--- src/rtl/sel_onehot_scan_if.sv ---
// Bus bundle for sel_onehot_scan: control inputs, serial data and registered select outputs.
// zo_oe is present only when SEL_ONEHOT_OE_EN is defined.
interface sel_onehot_scan_if #(
  parameter int NCH = 4,
  parameter int SW  = 2
);
  logic           en;
  logic           mode;
  logic [SW-1:0]  sel;
  logic           fin;
  logic [NCH-1:0] zo;
  logic [NCH-1:0] dout;
  logic           err;
  logic           wrap;
`ifdef SEL_ONEHOT_OE_EN
  logic           zo_oe;
`endif

  modport master (
    output en, mode, sel, fin,
`ifdef SEL_ONEHOT_OE_EN
    input  zo_oe,
`endif
    input  zo, dout, err, wrap
  );

  modport slave (
    input  en, mode, sel, fin,
`ifdef SEL_ONEHOT_OE_EN
    output zo_oe,
`endif
    output zo, dout, err, wrap
  );
endinterface

--- src/rtl/sel_onehot_scan.sv ---
// One-hot channel selector: direct decode or dwell-timed scan, with per-channel capture of fin.
// SEL_ONEHOT_OE_EN adds a registered zo_oe output for gating external drivers.
//
//  state  | meaning
//  IDLE   | after reset, no channel active
//  DIRECT | zo follows the decoded sel
//  SCAN   | zo follows the internal pointer, stepping every DWELL enabled cycles
module sel_onehot_scan #(
  parameter int NCH   = 4,
  parameter int SW    = 2,
  parameter int DWELL = 1
) (
  input  logic               ck,
  input  logic               res,
  sel_onehot_scan_if.slave   bus
);
  typedef enum logic [1:0] {IDLE, DIRECT, SCAN} state_t;

  localparam int              CW       = $clog2(DWELL) + 1;
  localparam logic [CW-1:0]   CNT_LAST = CW'(DWELL - 1);
  localparam logic [SW-1:0]   PTR_LAST = SW'(NCH - 1);
  localparam logic [SW:0]     NCH_W    = (SW + 1)'(NCH);

  state_t         state_q, state_d;
  logic [SW-1:0]  ptr_q, ptr_d;
  logic [CW-1:0]  cnt_q, cnt_d;
  logic [NCH-1:0] zo_q, zo_d;
  logic [NCH-1:0] dout_q, dout_d;
  logic           err_q, err_d;
  logic           wrap_q, wrap_d;
`ifdef SEL_ONEHOT_OE_EN
  logic           zo_oe_q, zo_oe_d;
`endif

  // Out-of-range indices decode to all-zero, so zo can never go multi-hot.
  function automatic logic [NCH-1:0] onehot(input logic [SW-1:0] idx);
    logic [NCH-1:0] v;
    v = '0;
    for (int i = 0; i < NCH; i++) v[i] = (idx == SW'(i));
    return v;
  endfunction

  always_comb begin
    state_d = state_q;
    ptr_d   = ptr_q;
    cnt_d   = cnt_q;
    zo_d    = zo_q;
    dout_d  = dout_q;
    err_d   = err_q;
    wrap_d  = 1'b0;
    if (bus.en) begin
      for (int i = 0; i < NCH; i++) begin
        if (zo_q[i]) dout_d[i] = bus.fin;
      end
      if (bus.mode) begin
        state_d = SCAN;
        err_d   = 1'b0;
        if (state_q != SCAN) begin
          ptr_d = '0;
          cnt_d = '0;
        end else if (cnt_q == CNT_LAST) begin
          cnt_d = '0;
          if (ptr_q == PTR_LAST) begin
            ptr_d  = '0;
            wrap_d = 1'b1;
          end else begin
            ptr_d = ptr_q + 1'b1;
          end
        end else begin
          cnt_d = cnt_q + 1'b1;
        end
        zo_d = onehot(ptr_d);
      end else begin
        state_d = DIRECT;
        if ({1'b0, bus.sel} < NCH_W) begin
          zo_d  = onehot(bus.sel);
          err_d = 1'b0;
        end else begin
          zo_d  = '0;
          err_d = 1'b1;
        end
      end
    end
`ifdef SEL_ONEHOT_OE_EN
    zo_oe_d = (|zo_d) && (state_d != IDLE);
`endif
  end

  always_ff @(posedge ck) begin
    if (res) begin
      state_q <= IDLE;
      ptr_q   <= '0;
      cnt_q   <= '0;
      zo_q    <= '0;
      dout_q  <= '0;
      err_q   <= 1'b0;
      wrap_q  <= 1'b0;
`ifdef SEL_ONEHOT_OE_EN
      zo_oe_q <= 1'b0;
`endif
    end else begin
      state_q <= state_d;
      ptr_q   <= ptr_d;
      cnt_q   <= cnt_d;
      zo_q    <= zo_d;
      dout_q  <= dout_d;
      err_q   <= err_d;
      wrap_q  <= wrap_d;
`ifdef SEL_ONEHOT_OE_EN
      zo_oe_q <= zo_oe_d;
`endif
    end
  end

  assign bus.zo   = zo_q;
  assign bus.dout = dout_q;
  assign bus.err  = err_q;
  assign bus.wrap = wrap_q;
`ifdef SEL_ONEHOT_OE_EN
  assign bus.zo_oe = zo_oe_q;
`endif
endmodule

--- src/flat_wrapper.sv ---
// flat-port wrapper written by rule: the top's interface ports become plain ports
module sel_onehot_scan_flat 
#(
  parameter int NCH   = 4,
  parameter int SW    = 2,
  parameter int DWELL = 1
)
  (ck, res, bus_en, bus_mode, bus_sel, bus_fin, bus_zo, bus_dout, bus_err, bus_wrap);
  sel_onehot_scan_if #(.NCH(NCH), .SW(SW)) bus_i ();
  input  logic ck;
  input  logic res;
  input wire logic [$bits(bus_i.en)-1:0] bus_en;
  input wire logic [$bits(bus_i.mode)-1:0] bus_mode;
  input wire logic [$bits(bus_i.sel)-1:0] bus_sel;
  input wire logic [$bits(bus_i.fin)-1:0] bus_fin;
  output wire logic [$bits(bus_i.zo)-1:0] bus_zo;
  output wire logic [$bits(bus_i.dout)-1:0] bus_dout;
  output wire logic [$bits(bus_i.err)-1:0] bus_err;
  output wire logic [$bits(bus_i.wrap)-1:0] bus_wrap;
  assign bus_i.en = bus_en;
  assign bus_i.mode = bus_mode;
  assign bus_i.sel = bus_sel;
  assign bus_i.fin = bus_fin;
  assign bus_zo = bus_i.zo;
  assign bus_dout = bus_i.dout;
  assign bus_err = bus_i.err;
  assign bus_wrap = bus_i.wrap;
  sel_onehot_scan #(.NCH(NCH), .SW(SW), .DWELL(DWELL)) u_core (.ck(ck), .res(res), .bus(bus_i));
endmodule
--- config.mk ---
export PLATFORM = sky130hd
export DESIGN_NAME = sel_onehot_scan_flat
export DESIGN_NICKNAME = d
export VERILOG_FILES = /design/src/rtl/sel_onehot_scan_if.sv /design/src/rtl/sel_onehot_scan.sv /design/src/flat_wrapper.sv
export SDC_FILE = /design/constraint.sdc
export NUM_CORES = 1
export LEC_CHECK = 0
export ABC_AREA = 1
export BUFFER_PORTS_ARGS = -buffer_cell sky130_fd_sc_hd__buf_4
export CAP_MARGIN = 20
export CORE_MARGIN = 2
export CORE_UTILIZATION = 36
export CTS_CLUSTER_DIAMETER = 200
export DETAILED_ROUTE_END_ITERATION = 6
export PLACE_DENSITY = 0.6
export SETUP_SLACK_MARGIN = 0.15
export SYNTH_ARGS = -nofsm -noshare
export SYNTH_HDL_FRONTEND = slang
export SYNTH_SLANG_ARGS = --single-unit
--- constraint.sdc ---
create_clock -name ck -period 1.5 [get_ports ck]
set_clock_uncertainty 0.15 [all_clocks]
set_input_delay 0.075 -clock ck [delete_from_list [all_inputs] [get_ports ck]]
set_output_delay 0.075 -clock ck [all_outputs]
set_load 0.02 [all_outputs]
Word-level counts from Yosys, hierarchy flattened
Cells that the tools add are included.
- bitwise operators: 2
- multiplexer cells: 10
- reductions and logical operators: 8
- eq/ne operators: 8
- $add $sub $neg: 2
- operators with widths (kind ; count):
    2-bit two-way mux ; 6
    2-bit == test, second input constant ; 5
    2-bit AND reduction ; 5
    5-bit OR reduction ; 1
    2-bit by 1-bit == test with 1-bit output, second input constant ; 2
    2-bit logical NOT ; 2
    4-bit two-way mux ; 1
    1-bit two-way mux ; 3
    2-bit by 1-bit adder with 2-bit output, second input constant ; 1
    2-bit inequality test, second input constant ; 1
    1-bit NOT ; 2
    1-bit adder, second input constant ; 1
- word-level logic and storage cells: 39
- register bits after elaboration: 14
- output and inout bits: 10
- input bits: 7

Longest topological paths before layout
Gate-level depths: netlist of the first run.
- depth after elaboration: 8
- depth in mapped cells: 8
- depth with buffers taken out: 8

Worst setup path after synthesis of the first run
No wires, ideal clock.
- kind: reg2reg
- start: reg u_core.ptr_q[0]
- end: reg u_core.zo_q[3], in the netlist u_core.bus.zo[3]
- path slack: 0.254 ns
- arrival time: 0.977 ns
- cell stages (with the launch flop): 8
- clock period less this slack: 1.246 ns
- setup time: 0.118 ns
- buffers on the path: 0
- data required time: 1.232 ns
- cells stage by stage: dfxtp_1 ha_1 nand3_1 nand2_1 nand2_2 nor2_2 nor2_1 nor2_1
- cells in the longest elaborated chain, start to end: 8
- elaborated cells between the ends (all ways): 9
- classes of those cells: add/sub: 1; eq/ne: 2; mux: 6
- ends and longest elaborated chain (what ; RTL line ; text):
    start: declaration ; sel_onehot_scan.sv:25 ; logic [SW-1:0] ptr_q, ptr_d;
    start signal: assignment ; sel_onehot_scan.sv:103 ; ptr_q <= ptr_d;
    2-bit by 1-bit adder with 2-bit output or 2-bit == test (tied branches) ; sel_onehot_scan.sv:67, sel_onehot_scan.sv:63 ;
    2-bit two-way mux ; sel_onehot_scan.sv:63 ; if (ptr_q == PTR_LAST) begin
    2-bit two-way mux * ; sel_onehot_scan.sv:61 ; end else if (cnt_q == CNT_LAST) begin
    2-bit two-way mux * ; sel_onehot_scan.sv:58 ; if (state_q != SCAN) begin
    2-bit two-way mux * ; sel_onehot_scan.sv:55 ; if (bus.mode) begin
    2-bit two-way mux * ; sel_onehot_scan.sv:51 ; if (bus.en) begin
    2-bit == test * ; sel_onehot_scan.sv:39 ; for (int i = 0; i < NCH; i++) v[i] = (idx == SW'(i));
    4-bit two-way mux * ; sel_onehot_scan.sv:55 ;
    end signal: assignment ; sel_onehot_scan.sv:105 ; zo_q <= zo_d;
    end: declaration ; sel_onehot_scan.sv:27 ; logic [NCH-1:0] zo_q, zo_d;
Mark *: on every way between the ends. The rest lies on a longest branch, timed or not. The select of a mux whose other input is x is not followed.
A chain may end at the register's enable or synchronous reset.

Worst setup path in the final report of the first run
Ends and elaborated chain as after synthesis.

==> out/results.txt, run 1 <==
Status -> completed
Slew Limit Fails -> 0
R2r startpoint -> u_core.ptr_q[0]
GRT Overall Usage -> 13.0%
Area Overhead vs Synth -> 35.5%
Buf/Inv on CP -> 0
Yosys warns -> 0
Syn Std Cell Area -> 584 µm²
Dominant cells by area after synthesis -> dfxtp_1 45%, nand2_1 8.4%, a21oi_1 6.9%, nand3_1 6.0%, nand2_2 5.4%
Synth area leader -> dfxtp_1
Die Width -> 44.3 µm
Port Buf Inserts -> 15
Worst hold path class -> in2reg
Initial antenna violation count -> 0
VDD IR max -> 0.539 mV
Cells after synthesis -> 80
Startpoint Class -> register
Family with the most delay on the worst path -> simple AND/OR/NAND/NOR gates
Area of placed instances -> 697 µm²
Netlist cell types -> 19
Sequential cell area -> 262 µm²
Arrival time worst endpoint -> 1.28 ns
Commonest cells after routing, fill and taps aside -> 16 x buf_4, 12 x nand2_1, 12 x dfxtp_1, 8 x a21oi_1, 7 x nor2_1
Row cnt -> 14
Clock latency at the later pin of the worst-skew pair -> 0.27 ns
Worst slack, placed -> 0.191 ns
CTS tree -> built
Unrepaired setup endpoints after global routing -> yes
Max Clock Freq -> 787 MHz
Vias -> 562
Crit path kind -> reg2reg
Initial detailed-routing violation count -> 7
Die Height -> 44.3 µm
Final setup fails -> 0
Diodes inserted -> 0
Vias/cell -> 4.76
Hpwl dp -> 799 µm
Pwr/cell area -> 887 nW/µm²
Flop-to-flop setup slack -> 0.23 ns
Final setup TNS -> 0 ns
Final Hold Violating Endpoints -> 0
CTS max path bufs -> 2
Total CTS buffers -> 3
Post-route clock period utilization -> 84.7%
CTS H-tree lvls -> 1
Leak -> 0.364 nW
Crit Reg-Reg Endpoint -> u_core.bus.zo[3]
Nets -> 111
Fillers -> 147
Reg clk slew, reported paths -> 0.08 ns
Worst reg-to-reg path cell count -> 7
Area occupied by multi-input gates -> 273 µm²
Register area share after synthesis -> 44.5%
Fin util -> 52.6%
Required time worst endpoint -> 1.51 ns
Sink Count -> 13
Placer Congestion -> 0.798
CP max stage cell -> dfxtp_2
Final instance area -> 792 µm²
Slowest stage delay, CP -> 0.34 ns
Syn_nets -> 88
Total length of routed wires -> 1150 µm
# DRC -> 0
Routed Antenna Nets -> 0
First-pass GRT wire length -> 1880 µm
Share of cells above drive strength 1 -> 35.3%
Critical-path cell list -> ha_1, nand3_2, nand2_2, nand2_2, nor2_2, nor2_1, nor2_1
Grt ovf -> 0
Max cap viols -> 0
Core Area -> 1510 µm²
TritonRoute pass-1 iters -> 4
Critical path origin -> u_core.ptr_q[0]
Ports -> 17
Mean area per synthesized cell -> 7.30 µm²
Crit path to -> u_core.bus.zo[3]
Wire per inst -> 9.74 µm
Crit. path cell count -> 7
Commonest non-fill, non-tap cell in the layout -> buf_4
Synth top area share -> 44.5%
Number of global-route vias before repair -> 493
Crit-path max FO -> 3
Final worst slack -> 0.230 ns
PnR Total Power -> 0.702 mW
Register bit total from synthesis -> 13
Critical Path End Type -> register
Initial Util -> 38.8%
Final worst path period need -> 1.27 ns
CTS root buffer -> clkbuf_4
Largest net degree at the start of global routing -> 15
DIE AREA -> 1960 µm²
==> worst reg2reg max path, delay by kind of cell (launching register included) <==
kind                       cells  cell delay (ns)
adders and majority gates      1             0.30
DFF                            1             0.34
and+or+nand+nor                6             0.38
==> how the worst min path moves through the flow <==
stage	slack, ns	depth (start not counted)	endpoint	startpoint
floorplan	0.08	2	u_core.bus.zo[0]	bus_mode
global placement	0.17	2	u_core.bus.zo[2]	res
detailed placement	0.17	2	u_core.bus.zo[2]	res
CTS	0.06	6	u_core.bus.zo[0]	bus_sel[0]
global route	0.09	6	u_core.bus.zo[0]	bus_sel[0]
finish	0.06	5	u_core.bus.zo[1]	bus_sel[0]
==> final cells by class <==
type | count | area share, %
timing repair buffer | 21 | 21.5
tap | 16 | 2.53
sequential | 13 | 33.0
multi-input combinational | 53 | 34.4
clock buffer | 4 | 3.32
inverter | 11 | 5.21
==> metal layers <==
metal  GRT usage (%)  up-vias  share of wire, %
met1            16.5      244                48
li1                -      295                 -
met3            4.90        2               6.9
met4            3.64        0              0.87
met2            20.6       21                44
met5               0        -                 0
==> where the power goes <==
part | switching [mW] | internal [mW]
combinational | 0.0656 | 0.0523
sequential | 0.0129 | 0.361
clock | 0.108 | 0.103
==> logic make-up (layout without fill, tap and decap cells) <==
| family | count (synthesis) | after routing | synth area share (%) |
|---|---|---|---|
| buffers and inverters | 14 | 36 | 10.5 |
| and+or+nand+nor | 36 | 36 | 27.8 |
| DFF | 13 | 13 | 44.5 |
| other | 1 | 1 | 0.642 |
| adders and majority gates | 1 | 1 | 2.14 |
| AOI/OAI and AO/OA | 15 | 15 | 14.3 |
==> state kept, by name (all words and copies together) (netlist names) <==
name / count
u_core.state_q: 2
u_core.bus.wrap: 1
u_core.ptr_q: 2
u_core.bus.dout: 4
u_core.bus.zo: 4
==> through the flow <==
step	hold WS, ns	std cells
floorplan	0.0826	80
CTS	0.0631	117
detailed placement	0.174	108
global placement	0.171	108
global route	0.0918	118
finish	0.0600	118
==> cell usage after synthesis <==
cell	n
o21ai_0	1
o21ai_1	3
conb_1	1
nand3_1	7
a211oi_1	1
dfxtp_1	13
nor3_1	1
nor2_1	8
buf_2	1
buf_4	2
a21oi_2	1
inv_2	5
ha_1	1
o211ai_1	1
inv_1	6
nand2_2	5
nor2_2	2
a21oi_1	8
nand2_1	13
==> repair_timing <==
item                                    in CTS  in global routing
hold buffers                                 5                  0
gates resized for setup                      0                  4
endpoints found under the setup margin       0                  3
endpoints found under the hold margin       10                  0
setup buffers                                0                  1
No activity file was read; power rests on OpenSTA's default activity.
==> inputs of run 2 (changes only) <==
--- a/config.mk
+++ b/config.mk
@@ -5,7 +5,7 @@
 export SDC_FILE = /design/constraint.sdc
 export NUM_CORES = 1
 export LEC_CHECK = 0
-export ABC_AREA = 1
+export ABC_AREA = 0
 export BUFFER_PORTS_ARGS = -buffer_cell sky130_fd_sc_hd__buf_4
 export CAP_MARGIN = 20
 export CORE_MARGIN = 2
==> constraint.sdc (replaced) <==
create_clock -name ck -period 1.2 [get_ports ck]
set_clock_uncertainty 0.15 [all_clocks]
set_input_delay 0.06 -clock ck [delete_from_list [all_inputs] [get_ports ck]]
set_output_delay 0.06 -clock ck [all_outputs]
set_load 0.02 [all_outputs]
==> run 2 against run 1 <==
Compared with the run above: sequential share of layout area up 1.0 points; die area unchanged; fmax decreased by 5.8%; critical endpoint is now u_core.bus.zo[0]; clock-buffer cell count stayed put; synthesized cell count decreased by 14%; flip-flop and latch count stayed put; sequential power up 22%; the flow now finishes with violations (hold timing, setup timing); register-to-register slack lost 0.38 ns; largest cell class unchanged; clock power is 27% higher; largest power group unchanged.
==> out/results.txt, run 2 <==
Max cap viols -> 0
Worst reg-to-reg path cell count -> 4
Failing checks -> hold timing, setup timing
Unrepaired setup endpoints after global routing -> yes
Core Area -> 1510 µm²
Sequential cell area -> 269 µm²
Net Sw Frac -> 25.4%
Placer Congestion -> 0.713
Share of cells above drive strength 1 -> 39.5%
Sink Count -> 13
Status -> finished, violations left
Internal -> 0.622 mW
Hold EP -> u_core.bus.dout[0]
Syn_nets -> 77
First-pass GRT wire length -> 1890 µm
Synth top area share -> 44.5%
Cells after synthesis -> 69
Area of placed instances -> 721 µm²
DP Cell Count -> 97
Port Buf Inserts -> 15
Hold Crit Depth -> 2
Non-Filler Instances -> 102
Area Overhead vs Synth -> 35.3%
Commonest non-fill, non-tap cell in the layout -> buf_4
Final worst path period need -> 1.35 ns
Required time worst endpoint -> 1.23 ns
Die Height -> 44.3 µm
Final instance area -> 791 µm²
CTS tree -> built
Worst Hold Launch -> res
Area occupied by multi-input gates -> 333 µm²
Final setup TNS -> -0.224 ns
VDD IR max -> 0.525 mV
Netlist cell types -> 27
Leak -> 0.332 nW
Routed Antenna Nets -> 0
GRT Overall Usage -> 13.3%
Crit-path max FO -> 3
Yosys warns -> 0
Post-synth top cells -> 13 x dfxtp_1, 11 x nand2_1, 5 x a21oi_1, 5 x nor2_1, 4 x nand3_1
Vias -> 531
Ports -> 17
Mean area per synthesized cell -> 8.47 µm²
Worst hold path class -> in2reg
Top_reg_cell synth -> dfxtp_1
Clk pwr share -> 32.0%
Async set or reset register ratio after synthesis -> 0%
Final setup fails -> 4
Total length of routed wires -> 1230 µm
Wire per inst -> 12.0 µm
CTS H-tree lvls -> 1
Slew Limit Fails -> 0
Crit Reg-Reg Endpoint -> u_core.bus.zo[0]
Number of global-route vias before repair -> 446
Diodes inserted -> 0
Worst slack, placed -> -0.0913 ns
Syn Std Cell Area -> 584 µm²
R2r startpoint -> u_core.ptr_q[1]
Commonest cells after routing, fill and taps aside -> 18 x buf_4, 11 x nand2_1, 8 x dfxtp_1, 5 x a21oi_1
Top-count cell post-synth -> dfxtp_1
Critical Path End Type -> register
Die Width -> 44.3 µm
Seq pwr share -> 54.4%
Reg clk slew, reported paths -> 0.08 ns
Flop-to-flop setup slack -> -0.15 ns
Grt ovf -> 0
Switch Pwr -> 0.212 mW
Total CTS buffers -> 3
Post-route clock period utilization -> 112%
Nets -> 95
Post-synth EDFFs -> 0
Initial Util -> 38.8%
Hpwl dp -> 825 µm
Startpoint Class -> register
Logic pwr share -> 13.6%
Register area share after synthesis -> 44.5%
Vias/cell -> 5.21
# DRC -> 0
Largest net degree at the start of global routing -> 21
Final hold slack -> -0.104 ns
Arrival time worst endpoint -> 1.38 ns
TritonRoute pass-1 iters -> 4
Final Hold Violating Endpoints -> 10
CTS max path bufs -> 2
Pwr/cell area -> 1060 nW/µm²
Crit path kind -> reg2reg
Register bit total from synthesis -> 13
Clock latency at the later pin of the worst-skew pair -> 0.27 ns
CTS root buffer -> clkbuf_4
Row cnt -> 14
Dominant cells by area after synthesis -> dfxtp_1 45%, nand2_1 7.1%, a21oi_1 4.3%, a41o_1 3.4%, nand3_1 3.4%
Initial detailed-routing violation count -> 3
Final worst slack -> -0.149 ns
DIE AREA -> 1960 µm²
Fillers -> 161
Synth area leader -> dfxtp_1
Initial antenna violation count -> 0
Max Clock Freq -> 742 MHz
==> run 2: area by class of cell <==
class / count / share of cell area (%)
sequential: 13 / 34.0
clock buffer: 4 / 3.32
multi-input combinational: 49 / 42.1
tap: 16 / 2.53
inverter: 2 / 0.949
timing repair buffer: 18 / 17.1
==> run 2: worst max-delay path by stage <==
stage	startpoint	slack, ns	endpoint	depth (start not counted)
final	u_core.ptr_q[1]	-0.15	u_core.bus.zo[0]	4
after detailed placement	u_core.ptr_q[0]	-0.09	u_core.bus.zo[0]	4
after CTS	u_core.ptr_q[1]	-0.09	u_core.bus.zo[0]	4
after floorplan	u_core.ptr_q[0]	-0.06	u_core.bus.zo[0]	4
after global routing	u_core.ptr_q[1]	-0.22	u_core.bus.zo[0]	4
after global placement	u_core.ptr_q[1]	-0.09	u_core.bus.zo[0]	4
==> run 2: metrics by stage <==
step / utilization, % / hold slack, ns / power (mW)
floorplan: - / 0.0707 / 0.535
global placement: 47.8 / 0.191 / 0.569
detailed placement: 47.8 / 0.189 / 0.569
CTS: 51.2 / -0.111 / 0.847
global route: 52.5 / -0.105 / 0.888
finish: 52.5 / -0.104 / 0.835
==> run 2: critical path, cell delays in order, from the launching register on <==
cell and delay [ns]:
dfxtp_2 0.34, ha_4 0.24, o21ba_4 0.21, o21ai_2 0.05, a311oi_1 0.27
==> run 2: power groups by stage <==
stage | clock network, mW | registers (mW) | logic (mW)
2_1_floorplan | 0 | 0.474 | 0.0610
3_5_place_dp | 0 | 0.465 | 0.104
4_1_cts | 0.284 | 0.454 | 0.108
5_1_grt | 0.309 | 0.456 | 0.123
6_report | 0.267 | 0.454 | 0.113
3_3_place_gp | 0 | 0.465 | 0.104
==> run 2: repair_timing <==
item / CTS / global route
hold endpoints to repair: 10 / 10
buffers inserted: 1 / 0
gates resized for setup: 5 / 5
pin swaps: 3 / 3
endpoints found under the setup margin: 6 / 9
==> run 2: cell families after synthesis <==
kind of cell | share of synthesized area [%]
simple gates | 25.5
compound gates | 20.3
flops | 44.5
buf+inv | 6.85
fa+ha+maj | 2.14
other cells | 0.642
==> run 2: metal layers <==
layer | global-route usage, % | share of wire [%] | vias to the layer above | wire length [µm]
li1 | - | - | 275 | -
met3 | 6.53 | 5.8 | 0 | 71
met2 | 22.1 | 50 | 12 | 608
met1 | 15.2 | 45 | 244 | 548
met4 | 3.64 | 0 | 0 | 0
met5 | 0 | 0 | - | 0
==> inputs of run 3 (changes only) <==
--- a/config.mk
+++ b/config.mk
@@ -13,7 +13,7 @@
 export CTS_CLUSTER_DIAMETER = 200
 export DETAILED_ROUTE_END_ITERATION = 6
 export PLACE_DENSITY = 0.6
-export SETUP_SLACK_MARGIN = 0.15
+export SETUP_SLACK_MARGIN = 0.5
 export SYNTH_ARGS = -nofsm -noshare
 export SYNTH_HDL_FRONTEND = slang
 export SYNTH_SLANG_ARGS = --single-unit
==> run 3 against run 2 <==
Compared with the run above: the flow still finishes with violations (hold timing, setup timing); routed wire length grew 3.4%; sequential power is essentially flat; clock power is essentially flat; clock-buffer cell count is the same; via count grew 2.4%.
==> out/results.txt, run 3 (synthesized netlist as in run 2, its figures left out) <==
Status -> finished, violations left
Failing checks -> hold timing, setup timing
Number of global-route vias before repair -> 512
Total CTS buffers -> 3
Final instance area -> 901 µm²
# DRC -> 0
Initial antenna violation count -> 0
Arrival time worst endpoint -> 1.35 ns
Area of placed instances -> 731 µm²
Placer Congestion -> 0.742
Final worst slack -> -0.110 ns
Die Height -> 44.3 µm
Nets -> 99
Worst hold path class -> in2reg
Port Buf Inserts -> 15
Largest net degree at the start of global routing -> 21
Total length of routed wires -> 1270 µm
CP max stage cell -> dfxtp_2
Crit-path max FO -> 3
Slew Limit Fails -> 0
Critical Path End Type -> register
Unrepaired setup endpoints after global routing -> yes
Initial detailed-routing violation count -> 5
Startpoint Class -> register
Hpwl dp -> 839 µm
Leak -> 0.369 nW
CTS H-tree lvls -> 1
First-pass GRT wire length -> 2120 µm
Core Area -> 1510 µm²
GRT Overall Usage -> 14.9%
Vias/cell -> 5.13
Die Width -> 44.3 µm
Max cap viols -> 0
Slowest stage delay, CP -> 0.34 ns
Wire per inst -> 12.0 µm
Grt ovf -> 0
Required time worst endpoint -> 1.24 ns
Sink Count -> 13
Row cnt -> 14
CTS tree -> built
Crit path kind -> reg2reg
Routed Antenna Nets -> 0
Pwr/cell area -> 942 nW/µm²
Ports -> 17
TritonRoute pass-1 iters -> 2
Share of cells above drive strength 1 -> 58.9%
Max Clock Freq -> 763 MHz
Commonest cells after routing, fill and taps aside -> 11 x buf_4, 11 x buf_6, 8 x dfxtp_2, 6 x nand2_1, 5 x nand2_2
Final Hold Violating Endpoints -> 10
Final hold slack -> -0.113 ns
Reg clk slew, reported paths -> 0.08 ns
Critical-path cell list -> ha_4, o21ba_4, o21ai_2, a311oi_1
PnR Total Power -> 0.849 mW
Post-route clock period utilization -> 109%
CTS root buffer -> clkbuf_4
Final setup TNS -> -0.174 ns
Area Overhead vs Synth -> 54.2%
Diodes inserted -> 0
Final worst path period need -> 1.31 ns
Clock latency at the later pin of the worst-skew pair -> 0.27 ns
Initial Util -> 38.8%
CTS max path bufs -> 2
VDD IR max -> 0.540 mV
DIE AREA -> 1960 µm²
Final setup fails -> 4
Vias -> 544
run 3: cell types whose count changed in the layout (fill, tap and decap cells not counted), moves of 3 or more:
cell | before | now
dfxtp_1 | 8 | 1
dfxtp_2 | 4 | 8
dfxtp_4 | 1 | 4
nand2_1 | 11 | 6
nand2_2 | 0 | 5
buf_4 | 18 | 11
buf_6 | 0 | 11
run 3: through the flow:
| step | utilization (%) | setup slack [ns] | std cells |
|---|---|---|---|
| after floorplan | - | -0.0624 | 69 |
| after global placement | 48.5 | -0.0965 | 96 |
| after detailed placement | 48.5 | -0.115 | 96 |
| after CTS | 57.0 | -0.113 | 105 |
| after global routing | 59.8 | -0.179 | 106 |
| final | 59.8 | -0.110 | 106 |
run 3: area by class of cell:
cell class                 count  area, µm²
sequential                    13        285
multi-input combinational     49        355
inverter                       2       7.51
tap                           16       20.0
timing repair buffer          22        206
clock buffer                   4       26.3
fill                         139        606
run 3: report_power, final:
part           switching (mW)  total [mW]  internal (mW)
logic                  0.0672       0.129         0.0614
registers              0.0117       0.451          0.439
clock network           0.140       0.269          0.129
total                   0.219       0.849          0.630
run 3: path summary, 6_finish.rpt:
path	startpoint	endpoint	slack, ns	cells after the start
worst max-delay path	u_core.ptr_q[1]	u_core.bus.zo[0]	-0.11	4
worst min register to register	u_core.bus.dout[3]	u_core.bus.dout[3]	0.31	2
worst max register to register	u_core.ptr_q[1]	u_core.bus.zo[0]	-0.11	4
worst min-delay path	res	u_core.bus.dout[1]	-0.11	2
run 3: what timing repair did:
action                     4_1_cts  5_1_grt
pin swaps                       10        9
setup endpoints to repair       22       22
hold endpoints to repair        10       10
setup buffers                    5        1
resized for setup               18       10
run 3: layer usage:
metal | global-route usage, % | routed length (µm) | vias to the layer above
met5 | 0 | 0 | -
met4 | 5.45 | 9 | 0
met3 | 6.53 | 88 | 2
met2 | 25.3 | 611 | 13
met1 | 16.5 | 561 | 243
li1 | - | - | 286
run 3: worst max-delay path: cells and delay by family, from the launching register on:
family          cells  cell delay (ns)
fa+ha+maj           1             0.24
flops               1             0.34
compound gates      3             0.50
